`config.mk`:
```
export PLATFORM = sky130hd
export DESIGN_NAME = control_unit
export DESIGN_NICKNAME = d
export VERILOG_FILES = /design/src/rtl/control_pkg.sv /design/src/rtl/instr_decode.sv /design/src/rtl/control_unit.sv
export SDC_FILE = /design/constraint.sdc
export NUM_CORES = 1
export LEC_CHECK = 0
export ABC_AREA = 1
export BUFFER_PORTS_ARGS = -buffer_cell sky130_fd_sc_hd__buf_2
export CELL_PAD_IN_SITES_DETAIL_PLACEMENT = 0
export CELL_PAD_IN_SITES_GLOBAL_PLACEMENT = 2
export CORE_AREA = 2 2 98 62
export CTS_BUF_LIST = sky130_fd_sc_hd__clkbuf_8 sky130_fd_sc_hd__clkbuf_16
export CTS_CLUSTER_DIAMETER = 60
export DETAILED_ROUTE_END_ITERATION = 8
export DIE_AREA = 0 0 100 64
export PLACE_DENSITY_LB_ADDON = 0.1
export SLEW_MARGIN = 20
export SYNTH_ARGS = -nofsm -noshare
export SYNTH_HDL_FRONTEND = slang
export SYNTH_SLANG_ARGS = --single-unit
```
`constraint.sdc`:
```
create_clock -name Clock -period 1.15 [get_ports Clock]
set_input_delay 0.115 -clock Clock [delete_from_list [all_inputs] [get_ports Clock]]
set_output_delay 0.115 -clock Clock [all_outputs]
set_load 0.005 [all_outputs]
```
`src/rtl/control_pkg.sv`:
```
// Shared types and constants for the phase-2 CPU control sequencer:
// sequencer states, opcode values, ALU operation codes and instruction classes.
package control_pkg;

    typedef enum logic [3:0] {
        S_IDLE = 4'd0,
        S_F0   = 4'd1,
        S_F1   = 4'd2,
        S_F2   = 4'd3,
        S_E0   = 4'd4,
        S_EXS  = 4'd5,
        S_EXW  = 4'd6,
        S_WB   = 4'd7,
        S_M0   = 4'd8,
        S_M1   = 4'd9,
        S_M2   = 4'd10,
        S_HALT = 4'd11
    } state_e;

    typedef enum logic [2:0] {
        OP_ALU_REG = 3'd0,
        OP_ALU_IMM = 3'd1,
        OP_LDI     = 3'd2,
        OP_LD      = 3'd3,
        OP_ST      = 3'd4,
        OP_NOP     = 3'd5,
        OP_HALT    = 3'd6,
        OP_ILLEGAL = 3'd7
    } op_class_e;

    localparam logic [4:0] OPC_LD   = 5'b00000;
    localparam logic [4:0] OPC_LDI  = 5'b00001;
    localparam logic [4:0] OPC_ST   = 5'b00010;
    localparam logic [4:0] OPC_ADD  = 5'b00011;
    localparam logic [4:0] OPC_SUB  = 5'b00100;
    localparam logic [4:0] OPC_AND  = 5'b00101;
    localparam logic [4:0] OPC_OR   = 5'b00110;
    localparam logic [4:0] OPC_ADDI = 5'b01100;
    localparam logic [4:0] OPC_ANDI = 5'b01101;
    localparam logic [4:0] OPC_ORI  = 5'b01110;
    localparam logic [4:0] OPC_NOP  = 5'b11010;
    localparam logic [4:0] OPC_HALT = 5'b11011;

    localparam logic [5:0] ALU_ADD = 6'd0;
    localparam logic [5:0] ALU_SUB = 6'd1;
    localparam logic [5:0] ALU_AND = 6'd2;
    localparam logic [5:0] ALU_OR  = 6'd3;

endpackage

```
`src/rtl/instr_decode.sv`:
```
// Combinational opcode decoder: maps the 5-bit opcode to an instruction
// class and the ALU operation it needs. Unknown opcodes decode as ILLEGAL.
module instr_decode
    import control_pkg::*;
(
    input  logic [4:0] opcode_i,
    output op_class_e  op_class_o,
    output logic [5:0] alu_op_o
);

    // Classify the opcode and pick its ALU operation (memory forms use ADD for address arithmetic)
    always_comb begin
        op_class_o = OP_ILLEGAL;
        alu_op_o   = ALU_ADD;
        case (opcode_i)
            OPC_LD:   begin op_class_o = OP_LD;      alu_op_o = ALU_ADD; end
            OPC_LDI:  begin op_class_o = OP_LDI;     alu_op_o = ALU_ADD; end
            OPC_ST:   begin op_class_o = OP_ST;      alu_op_o = ALU_ADD; end
            OPC_ADD:  begin op_class_o = OP_ALU_REG; alu_op_o = ALU_ADD; end
            OPC_SUB:  begin op_class_o = OP_ALU_REG; alu_op_o = ALU_SUB; end
            OPC_AND:  begin op_class_o = OP_ALU_REG; alu_op_o = ALU_AND; end
            OPC_OR:   begin op_class_o = OP_ALU_REG; alu_op_o = ALU_OR;  end
            OPC_ADDI: begin op_class_o = OP_ALU_IMM; alu_op_o = ALU_ADD; end
            OPC_ANDI: begin op_class_o = OP_ALU_IMM; alu_op_o = ALU_AND; end
            OPC_ORI:  begin op_class_o = OP_ALU_IMM; alu_op_o = ALU_OR;  end
            OPC_NOP:  begin op_class_o = OP_NOP;     alu_op_o = ALU_ADD; end
            OPC_HALT: begin op_class_o = OP_HALT;    alu_op_o = ALU_ADD; end
            default:  begin op_class_o = OP_ILLEGAL; alu_op_o = ALU_ADD; end
        endcase
    end

endmodule

```
`src/rtl/control_unit.sv`:
```
// Hardwired control sequencer for the phase-2 CPU. Runs fetch, then a
// per-class execute sequence, handshaking with the ALU and memory. Outputs
// are Moore-decoded from the state register (plus the IR opcode), so an
// asynchronous clear forces every output low without waiting for a clock.
module control_unit
    import control_pkg::*;
#(
    parameter int unsigned IR_W = 32
) (
    input  logic            Clock,
    input  logic            clear,
    input  logic            run,
    input  logic [IR_W-1:0] IR,
    input  logic            finished,
    input  logic            memFinished,
    output logic            PCout,
    output logic            RZLOout,
    output logic            MDRout,
    output logic            Immout,
    output logic            BAout,
    output logic            Rout,
    output logic            PCin,
    output logic            IRin,
    output logic            RYin,
    output logic            RZin,
    output logic            MARin,
    output logic            MDRin,
    output logic            Rin,
    output logic            IncPC,
    output logic            Gra,
    output logic            Grb,
    output logic            Grc,
    output logic            Read,
    output logic            Write,
    output logic [5:0]      opSelect,
    output logic            start,
    output logic            halted,
    output logic            illegal,
    output logic            retired
);

    state_e     state_q, state_d;
    logic       illegal_q, illegal_d;
    op_class_e  op_class_s;
    logic [5:0] alu_op_s;
    logic       unused_ir_s;

    // Only the opcode field steers the sequencer; operand fields belong to the datapath.
    assign unused_ir_s = ^IR[IR_W-6:0];

    instr_decode u_decode (
        .opcode_i   (IR[IR_W-1 -: 5]),
        .op_class_o (op_class_s),
        .alu_op_o   (alu_op_s)
    );

    // State register and sticky illegal flag, both cleared asynchronously
    always_ff @(posedge Clock or posedge clear) begin
        if (clear) begin
            state_q   <= S_IDLE;
            illegal_q <= 1'b0;
        end else begin
            state_q   <= state_d;
            illegal_q <= illegal_d;
        end
    end

    // Next-state logic: run is only consulted in IDLE and at the end of an instruction
    always_comb begin
        state_d   = state_q;
        illegal_d = illegal_q;
        case (state_q)
            S_IDLE: state_d = run ? S_F0 : S_IDLE;
            S_F0:   state_d = S_F1;
            S_F1:   state_d = memFinished ? S_F2 : S_F1;
            S_F2:   state_d = S_E0;
            S_E0: begin
                case (op_class_s)
                    OP_NOP:     state_d = S_F0;
                    OP_HALT:    state_d = S_HALT;
                    OP_ILLEGAL: begin
                        state_d   = S_HALT;
                        illegal_d = 1'b1;
                    end
                    default:    state_d = S_EXS;
                endcase
            end
            S_EXS:  state_d = S_EXW;
            S_EXW: begin
                if (!finished) begin
                    state_d = S_EXW;
                end else if (op_class_s == OP_LD || op_class_s == OP_ST) begin
                    state_d = S_M0;
                end else begin
                    state_d = S_WB;
                end
            end
            S_WB:   state_d = run ? S_F0 : S_IDLE;
            S_M0:   state_d = S_M1;
            S_M1: begin
                if (op_class_s == OP_ST || memFinished) begin
                    state_d = S_M2;
                end else begin
                    state_d = S_M1;
                end
            end
            S_M2: begin
                if (op_class_s == OP_ST && !memFinished) begin
                    state_d = S_M2;
                end else begin
                    state_d = run ? S_F0 : S_IDLE;
                end
            end
            S_HALT: state_d = S_HALT;
            default: state_d = S_IDLE;
        endcase
    end

    // Moore output decode: everything defaults low and each state raises only its own controls
    always_comb begin
        PCout    = 1'b0;
        RZLOout  = 1'b0;
        MDRout   = 1'b0;
        Immout   = 1'b0;
        BAout    = 1'b0;
        Rout     = 1'b0;
        PCin     = 1'b0;
        IRin     = 1'b0;
        RYin     = 1'b0;
        RZin     = 1'b0;
        MARin    = 1'b0;
        MDRin    = 1'b0;
        Rin      = 1'b0;
        IncPC    = 1'b0;
        Gra      = 1'b0;
        Grb      = 1'b0;
        Grc      = 1'b0;
        Read     = 1'b0;
        Write    = 1'b0;
        opSelect = 6'd0;
        start    = 1'b0;
        halted   = 1'b0;
        retired  = 1'b0;
        case (state_q)
            S_IDLE: halted = 1'b0;
            S_F0:   IncPC = 1'b1;
            S_F1: begin
                PCout = 1'b1;
                MARin = 1'b1;
                Read  = 1'b1;
                MDRin = 1'b1;
            end
            S_F2: begin
                MDRout = 1'b1;
                IRin   = 1'b1;
            end
            S_E0: begin
                if (op_class_s == OP_NOP || op_class_s == OP_HALT) begin
                    retired = 1'b1;
                end else if (op_class_s == OP_ILLEGAL) begin
                    retired = 1'b0;
                end else begin
                    Grb   = 1'b1;
                    Rout  = 1'b1;
                    RYin  = 1'b1;
                    BAout = (op_class_s != OP_ALU_REG);
                end
            end
            S_EXS, S_EXW: begin
                start    = (state_q == S_EXS);
                RZin     = 1'b1;
                opSelect = alu_op_s;
                if (op_class_s == OP_ALU_REG) begin
                    Grc  = 1'b1;
                    Rout = 1'b1;
                end else begin
                    Immout = 1'b1;
                end
            end
            S_WB: begin
                RZLOout = 1'b1;
                Gra     = 1'b1;
                Rin     = 1'b1;
                retired = 1'b1;
            end
            S_M0: begin
                RZLOout = 1'b1;
                MARin   = 1'b1;
            end
            S_M1: begin
                MDRin = 1'b1;
                if (op_class_s == OP_ST) begin
                    Gra  = 1'b1;
                    Rout = 1'b1;
                end else begin
                    Read = 1'b1;
                end
            end
            S_M2: begin
                if (op_class_s == OP_ST) begin
                    Write   = 1'b1;
                    retired = memFinished;
                end else begin
                    MDRout  = 1'b1;
                    Gra     = 1'b1;
                    Rin     = 1'b1;
                    retired = 1'b1;
                end
            end
            S_HALT: halted = 1'b1;
            default: halted = 1'b0;
        endcase
    end

    assign illegal = illegal_q;

endmodule

```
=== Word-level counts from Yosys, hierarchy flattened ===
Memory sizes are Yosys's and may differ from the RTL's.
Cells that the tools add are included.

* Bits of input ports: 37
* ROM bits: 160
* Output and inout bits: 29
* Bits in latches: 0
* Memories kept: 1
* Logic and storage cells: 73
* Register bits: 5
* RAM bits: 0

{| class="wikitable"
|+ Memory list
! memory !! words !! bits a word !! read ports !! clocked after memory_dff !! write ports !! line !! source
|-
| (no name shown) || 32 || 5 || 1 || 0 || 0 || instr_decode.sv:15 || <nowiki>case (opcode_i)</nowiki>
|}

* Mux-type cells: 39
* $mul: 0
* Reduce and logical (&&, ||, !) cells: 15
* Magnitude comparators: 0
* Equal/unequal tests: 16
* Bitwise operators: 0
* Shift-type cells: 0
* Add/subtract/negate cells: 0
* Divide/modulo/power cells: 0

{| class="wikitable"
|+ Operators with widths
! cell !! count
|-
| $pmux 4 s11 || 1
|-
| $mux 1 || 26
|-
| $eq 4x3->1 const B || 4
|-
| $eq 4x4->1 const B || 4
|-
| $eq 3x3->1 const B || 4
|-
| $mux 4 || 3
|-
| $reduce_or 2->1 || 6
|-
| $pmux 1 s3 || 3
|-
| $eq 4x2->1 const B || 2
|-
| $pmux 4 s2 || 1
|-
| $mux 6 || 1
|-
| $pmux 1 s2 || 3
|-
| $eq 4x1->1 const B || 1
|-
| $logic_not 4->1 || 1
|-
| $eq 3x2->1 const B || 1
|-
| $logic_not 3->1 || 1
|-
| $logic_or 1x1->1 || 3
|-
| $reduce_bool 3->1 || 1
|-
| $mux 2 || 1
|-
| $reduce_and 2->1 || 1
|-
| $logic_and 1x1->1 || 1
|-
| $logic_not 1->1 || 1
|}

=== Depth between registers and ports, before layout ===
Gate-level depths: netlist of the first run.
An unclocked memory read counts as a cell.

* Depth in word-level cells: 6
* Depth in mapped cells: 12
* Mapped depth without buffers: 12

=== Modules after synthesis ===
From an unflattened synthesis of the first run, not the netlist that was laid out.

* Cells, all modules: 163
* Area, all modules: 852.1 µm²

{| class="wikitable"
|+ Modules (own cells, without submodules)
! module !! instances !! sequential area each (µm²) !! cells each !! area an instance (µm²)
|-
| control_unit || 1 || 125.1 || 125 || 641.9
|-
| instr_decode || 1 || 0.0 || 38 || 210.2
|}

=== Worst setup path before layout of the first run ===
Ideal clock, no wire load.

* Path kind: input-to-output
* Start point: in IR[27]
* End point: out RYin
* Data required time: 1.035 ns
* Path slack: -0.047 ns
* Path buffers: 1
* Stages on the path: 10
* Arrival time: 1.082 ns
* Cell sequence: inv_1 ha_1 nand2_1 nand2_1 o21ai_4 nand2_1 nand2_1 nand2_1 inv_1 buf_4

* Word-level cells in the longest chain between the ends: 5
* Elaborated cells on any way between the ends: 8
* Classes of those cells: eq/ne: 3; mux: 3; reduce/logical: 1; memory: 1

{| class="wikitable"
|+ Ends and longest elaborated chain
! item !! line !! source
|-
| start, declared || control_unit.sv:13 || <nowiki>input logic [IR_W-1:0] IR,</nowiki>
|-
| $mem_v2 32x5 * || - ||
|-
| $eq 3x3->1, on equally long branches || control_unit.sv:160, control_unit.sv:158 ||
|-
| $mux 1 or $logic_or 1x1->1 (tied branches) || - ||
|-
| $mux 1 * (2 in series) || - ||
|-
| end, declared || control_unit.sv:24 || <nowiki>output logic RYin,</nowiki>
|}

Mark *: on every way between the ends. The rest lies on a longest branch, timed or not.

=== Worst setup path after layout of the first run ===
* Start point: reg state_q[2]
* End point: out Gra

* Word-level cells in the longest chain between the ends: 2
* Elaborated cells on any way between the ends: 4
* Classes of those cells: eq/ne: 3; mux: 1

{| class="wikitable"
|+ Ends and longest elaborated chain
! item !! line !! source
|-
| start, declared || control_unit.sv:42 || <nowiki>state_e state_q, state_d;</nowiki>
|-
| start signal, assigned || control_unit.sv:63 || <nowiki>state_q <= state_d;</nowiki>
|-
| $eq 4x4->1 or $eq 4x3->1 (tied branches) || control_unit.sv:144 || <nowiki>case (state_q)</nowiki>
|-
| $pmux 1 s3 * || control_unit.sv:144 ||
|-
| end, declared || control_unit.sv:30 || <nowiki>output logic Gra,</nowiki>
|}

Marked as above.

==> results of run 1 <==
flip-flops by register name, summed over array words and instances, names as in the netlist:
| name | cells |
|---|---|
| illegal | 1 |
| state_q | 4 |
cell type report:
class / instances / share of cell area
Clock buffer: 3 / 0.02079
Clock inverter: 1 / 0.001890
Inverter: 26 / 0.06049
Multi-Input combinational cell: 101 / 0.4253
Sequential cell: 5 / 0.06364
Tap cell: 69 / 0.04348
Timing Repair Buffer: 91 / 0.3844
where the power goes:
part	total [mW]	leakage [nW]	switching, mW	internal [mW]
Combinational	2.95	0.951	1.43	1.52
Sequential	0.360	0.0607	0.0938	0.267
Clock	0.314	0.0269	0.0853	0.229
worst min-delay path by stage:
stage | to | from | slack, ns
5_1_grt | state_q[0] | run | 0.11
4_1_cts | state_q[0] | run | 0.09
2_1_floorplan | illegal | clear | -0.11
3_5_place_dp | illegal | clear | 0.03
6_report | state_q[0] | run | 0.1
3_3_place_gp | illegal | clear | 0.03
cells in the mapped netlist, drive strengths merged (2+ instances only):
| library cell | instances | area share |
|---|---|---|
| nand3 | 12 | 0.086 |
| nand4 | 2 | 0.017 |
| nor2 | 27 | 0.14 |
| buf | 6 | 0.060 |
| o21ai | 7 | 0.061 |
| ha | 5 | 0.083 |
| dfrtp | 5 | 0.17 |
| nor4 | 2 | 0.017 |
| nand2 | 36 | 0.20 |
| a21oi | 2 | 0.013 |
| inv | 26 | 0.13 |
worst reg2reg max path, stage by stage (launching register included):
cell	delay (ns)
dfrtp_2	0.43
buf_6	0.14
inv_4	0.04
nand2_4	0.07
nor2_4	0.05
buf_6	0.11
buf_6	0.11
nor4_2	0.15
nand2_1	0.13
nor2_2	0.12
nand2_1	0.05
routing by layer:
metal	vias to the layer above	part of all wire	wire length (microns)	track usage
li1	591	-	-	-
met1	511	0.50	1814	0.1629
met2	37	0.44	1612	0.1791
met3	0	0.056	204	0.01094
met4	0	0	0	0.01541
met5	-	0	0	0
logic make-up (layout without fill, tap and decap cells):
family                     after synthesis  count (layout)  share of synthesized area
and+or+nand+nor                         79              79                     0.4520
other                                    1               5                   0.004962
buffers and inverters                   32             121                     0.1887
AOI/OAI and AO/OA                       12              12                     0.1060
adders and majority gates                5               5                    0.08278
DFF                                      5               5                     0.1656
stage by stage:
step	setup TNS, ns	setup WS [ns]	area [sq um]	util	instances
2_1_floorplan	-0.008718	-0.004598	800.8	-	138
3_5_place_dp	-7.517	-0.4624	1300	0.2379	273
6_report	-9.407	-0.4493	1986	0.3633	296
4_1_cts	-8.832	-0.4252	1769	0.3237	290
5_1_grt	-10.96	-0.4977	1986	0.3633	296
3_3_place_gp	-6.979	-0.4365	1300	0.2379	273
timing repair:
action | 4_1_cts | 5_1_grt
pin swaps | 21 | 25
resized for setup | 98 | 48
buffers inserted | 13 | 10
hold buffers | 1 | 0
hold endpoints to repair | 5 | 0
gates cloned | 0 | 0
endpoints found under the setup margin | 28 | 28
==> results_dict.tcl, run 1 <==
set metrics [dict create \
    n_antenna_cell 0 \
    crit_path_end_kind "output port" \
    leakagePower_nw 1.039 \
    antenna_found_initial 0 \
    p_total_mw 3.628 \
    power_density_nw_per_um2 1827 \
    rr_endpoint "state_q[0]" \
    ys.flop_type "dfrtp_1" \
    synth_area_per_cell_sq_um 5.640 \
    failed_checks "negative setup slack" \
    startpoint "state_q[2]" \
    hold_path_class "in -> reg" \
    slowest_delay_ns 0.41 \
    grt.overflow.total 0 \
    via_per_inst 3.848 \
    drtAntennaViolNets 0 \
    num_vias 1139 \
    place.gp.congestion 0.8208 \
    netlist_instances 134 \
    path_delay_family "buffers and inverters" \
    drtPass1Iterations 4 \
    ys_seq_elements 5 \
    synth_warnings 0 \
    drive_above_1_share 0.7665 \
    hold_viol_final 0 \
    critPathBufInv 5 \
    outcome "finished, violations left" \
    cap_violations 0 \
    period_share 1.391 \
    r2r_cells 10 \
    whs_path_depth 3 \
    period_minus_slack_ns 1.599 \
    ys_seq_area_frac 0.1656 \
    num_rows 21 \
    syn2layout_area_growth_pct 162.7 \
    io_pins 66 \
    cts_tree "done" \
    ff_latch_area_sq_um 126.4 \
    die_height_microns 64 \
    grtUsageTotal 0.1109 \
    vdd.ir_drop.worst_mv 0.4757 \
    die_area_sq_um 6400 \
    port_buffers 33 \
    crit_chain "buf_6 -> inv_4 -> nand2_8 -> nor2_4 -> inv_2 -> nor2_4 -> inv_2 -> nand3_1 -> buf_2" \
    grt_pass1_wl_mm 5.706 \
    timing.rr.start "state_q[0]" \
    clockBufferDepth 2 \
    crit_type "reg -> out" \
    ys_types 20 \
    cp-start-kind "flip-flop" \
    regToRegSetupSlack_ns -0.37 \
    die_w_microns 100 \
    core_area_sq_um 5465 \
    hold_ws_ns 0.09588 \
    rsz0062_at_grt "yes" \
    setup_violations 28 \
    crit_fanout 5 \
    synth_edf_count 0 \
    first_global_vias 1157 \
    path_depth 9 \
    initialDrtViolationCount 31 \
    wl_per_cell_microns 12.27 \
    cts_max_level 1 \
    finClkSkew_ns 0.001599 \
    routed_wl_mm 3.631 \
    drc_errors 0 \
    crit_path_top_delay_cell "dfrtp_1" \
    cts_sinks 5 \
    clock_latency_ns 0.22 \
    netlist_area_sq_um 755.7 \
    cp-endpoint "Gra" \
    worst-endpoint-arrival_ns 1.48 \
    ys_async_sr_fraction 1.000 \
    critPathRequiredTime_ns 1.03 \
    final_common_cell "buf_6" \
    path_clk_slew_ns 0.04 \
    start_util 0.1383 \
    timing.fmax_ghz 0.6253 \
    final_cell_mix "buf_6, buf_4, buf_2, nor2_4, inv_2" \
    dp_hpwl_mm 2.704 \
    grt_start_max_net_pins 9 \
    nNetsFinal 270 \
    clockRootBuffer "clkbuf_8" \
    slew_violations 0 \
    fill_cells 574 \
    multiInputGateArea_sq_um 844.6 \
    cts_inserted_buffers 3 \
    setup_slack_ns -0.4493 \
]
No activity file was read; power rests on OpenSTA's default activity.
==> inputs of run 2 (changes only) <==
--- a/config.mk
+++ b/config.mk
@@ -9,11 +9,11 @@
 export BUFFER_PORTS_ARGS = -buffer_cell sky130_fd_sc_hd__buf_2
 export CELL_PAD_IN_SITES_DETAIL_PLACEMENT = 0
 export CELL_PAD_IN_SITES_GLOBAL_PLACEMENT = 2
-export CORE_AREA = 2 2 98 62
+export CORE_AREA = 2 2 92 59
 export CTS_BUF_LIST = sky130_fd_sc_hd__clkbuf_8 sky130_fd_sc_hd__clkbuf_16
 export CTS_CLUSTER_DIAMETER = 60
 export DETAILED_ROUTE_END_ITERATION = 8
-export DIE_AREA = 0 0 100 64
+export DIE_AREA = 0 0 94 61
 export PLACE_DENSITY_LB_ADDON = 0.1
 export SLEW_MARGIN = 20
 export SYNTH_ARGS = -nofsm -noshare
==> constraint.sdc (replaced) <==
create_clock -name Clock -period 1.7 [get_ports Clock]
set_input_delay 0.17 -clock Clock [delete_from_list [all_inputs] [get_ports Clock]]
set_output_delay 0.17 -clock Clock [all_outputs]
set_load 0.005 [all_outputs]
==> results_dict.tcl, run 2 (synthesis gave the netlist of run 1 again) <==
set metrics [dict create \
    outcome "finished, final reports clean" \
    critPathBufInv 3 \
    r2r_cells 8 \
    p_total_mw 1.364 \
    worst-endpoint-arrival_ns 1.43 \
    cts_tree "done" \
    fin_tns_setup_ns 0 \
    die_area_sq_um 5734 \
    final_common_cell "buf_2" \
    setup_violations 0 \
    path_depth 8 \
    dp_hpwl_mm 2.299 \
    cp-start-kind "flip-flop" \
    clock_latency_ns 0.22 \
    timing.rr.start "state_q[3]" \
    n_antenna_cell 0 \
    largest_register_ffs 4 \
    crit_type "reg -> out" \
    design_area_sq_um 1216 \
    grt_pass1_wl_mm 4.002 \
    routed_wl_mm 2.620 \
    crit_path_end_kind "output port" \
    placed_area_sq_um 1033 \
    ff_latch_area_sq_um 125.1 \
    place.gp.congestion 0.8041 \
    port_buffers 33 \
    power_density_nw_per_um2 1122 \
    timing.fmax_ghz 0.6248 \
    critPathRequiredTime_ns 1.53 \
    vdd.ir_drop.worst_mv 0.4212 \
    crit_path_top_delay_cell "dfrtp_1" \
    core_area_sq_um 4880 \
    nNetsFinal 225 \
    worstHoldStart "run" \
    multiInputGateArea_sq_um 595.6 \
    crit_chain "inv_1 -> nand2_2 -> nor2_4 -> nor2_4 -> inv_1 -> nand2_1 -> nand3_1 -> buf_2" \
    grt.overflow.total 0 \
    grt_start_max_net_pins 9 \
    hold_ws_ns 0.1518 \
    setup_slack_ns 0.09945 \
    clockRootBuffer "clkbuf_8" \
    startpoint "state_q[3]" \
    io_pins 66 \
    cts_inserted_buffers 3 \
    die_height_microns 61 \
    drc_errors 0 \
    die_w_microns 94 \
    period_minus_slack_ns 1.601 \
    start_util 0.1549 \
    regToRegSetupSlack_ns 0.19 \
    path_delay_family "simple AND/OR/NAND/NOR gates" \
    finClkSkew_ns 0.003285 \
    hold_path_class "in -> reg" \
    place_ws_ns 0.04108 \
    largest_register "state_q" \
    cts_max_level 1 \
    fill_cells 574 \
    cap_violations 0 \
    drtPass1Iterations 4 \
    path_clk_slew_ns 0.04 \
    leakagePower_nw 0.7257 \
    rr_endpoint "state_q[0]" \
    drtAntennaViolNets 0 \
    cp-endpoint "Rout" \
    wl_per_cell_microns 10.56 \
    final_cell_mix "buf_2, nand2_1, inv_1, nor2_1, buf_4" \
    num_rows 20 \
    slowest_delay_ns 0.40 \
    via_per_inst 3.835 \
    drive_above_1_share 0.4286 \
    cts_sinks 5 \
    initialDrtViolationCount 33 \
    slew_violations 0 \
    crit_fanout 4 \
    hold_viol_final 0 \
    syn2layout_area_growth_pct 60.93 \
    grtUsageTotal 0.09186 \
    num_vias 951 \
    clockBufferDepth 2 \
    first_global_vias 830 \
    period_share 0.9415 \
    antenna_found_initial 0 \
]
-- run 2: cell types whose count changed in the layout (fill, tap and decap cells not counted), moves of 8 or more --
cell / before / now
buf_6: 32 / 0
buf_4: 30 / 14
inv_1: 8 / 22
nor2_1: 5 / 18
nand2_1: 12 / 23
inv_2: 13 / 5
nand2_4: 10 / 2
nor2_4: 15 / 7
-- run 2: how the worst min path moves through the flow --
stage / end / slack (ns) / depth (start not counted)
after floorplan: illegal / -0.05 / 1
after global placement: state_q[3] / 0.09 / 2
after detailed placement: illegal / 0.09 / 2
after CTS: state_q[0] / 0.15 / 3
after global routing: state_q[0] / 0.16 / 3
final: state_q[0] / 0.15 / 3
-- run 2: stage by stage --
step           utilization  cells
2_1_floorplan            -    138
3_3_place_gp        0.2118    239
3_5_place_dp        0.2118    239
4_1_cts             0.2287    244
5_1_grt             0.2492    248
6_report            0.2492    248
-- run 2: power by group --
group / internal (mW) / total [mW] / leakage, nW / switching (mW)
clock network: 0.155 / 0.212 / 0.0269 / 0.0574
registers: 0.178 / 0.236 / 0.0619 / 0.0581
logic: 0.362 / 0.916 / 0.637 / 0.554
total: 0.695 / 1.36 / 0.726 / 0.669
-- run 2: what timing repair did --
action,in CTS,in global routing
endpoints found under the hold margin,5,0
gates resized for setup,9,23
buffers inserted,0,4
hold buffers,1,0
setup endpoints to repair,9,13
pin swaps,1,11
-- run 2: cell type report --
class,count,area share
clock buffer,3,0.03395
clock inverter,1,0.003086
inverter,26,0.08025
multi-input combinational,101,0.4897
sequential,5,0.1029
tap,66,0.06790
timing repair buffer,46,0.2222
-- run 2: layer usage --
layer  up-vias  share of wire  routed length, microns  global-route usage
li1        503              -                       -                   -
met1       428           0.55                    1443              0.1419
met2        20           0.41                    1074              0.1296
met3         0          0.039                     101             0.01988
met4         0              0                       0             0.01863
met5         -              0                       0                   0
-- run 2: worst min-delay path, cell delays in order --
cell and delay (ns):
buf_2 0.08, nand2_1 0.04, nand2_1 0.05
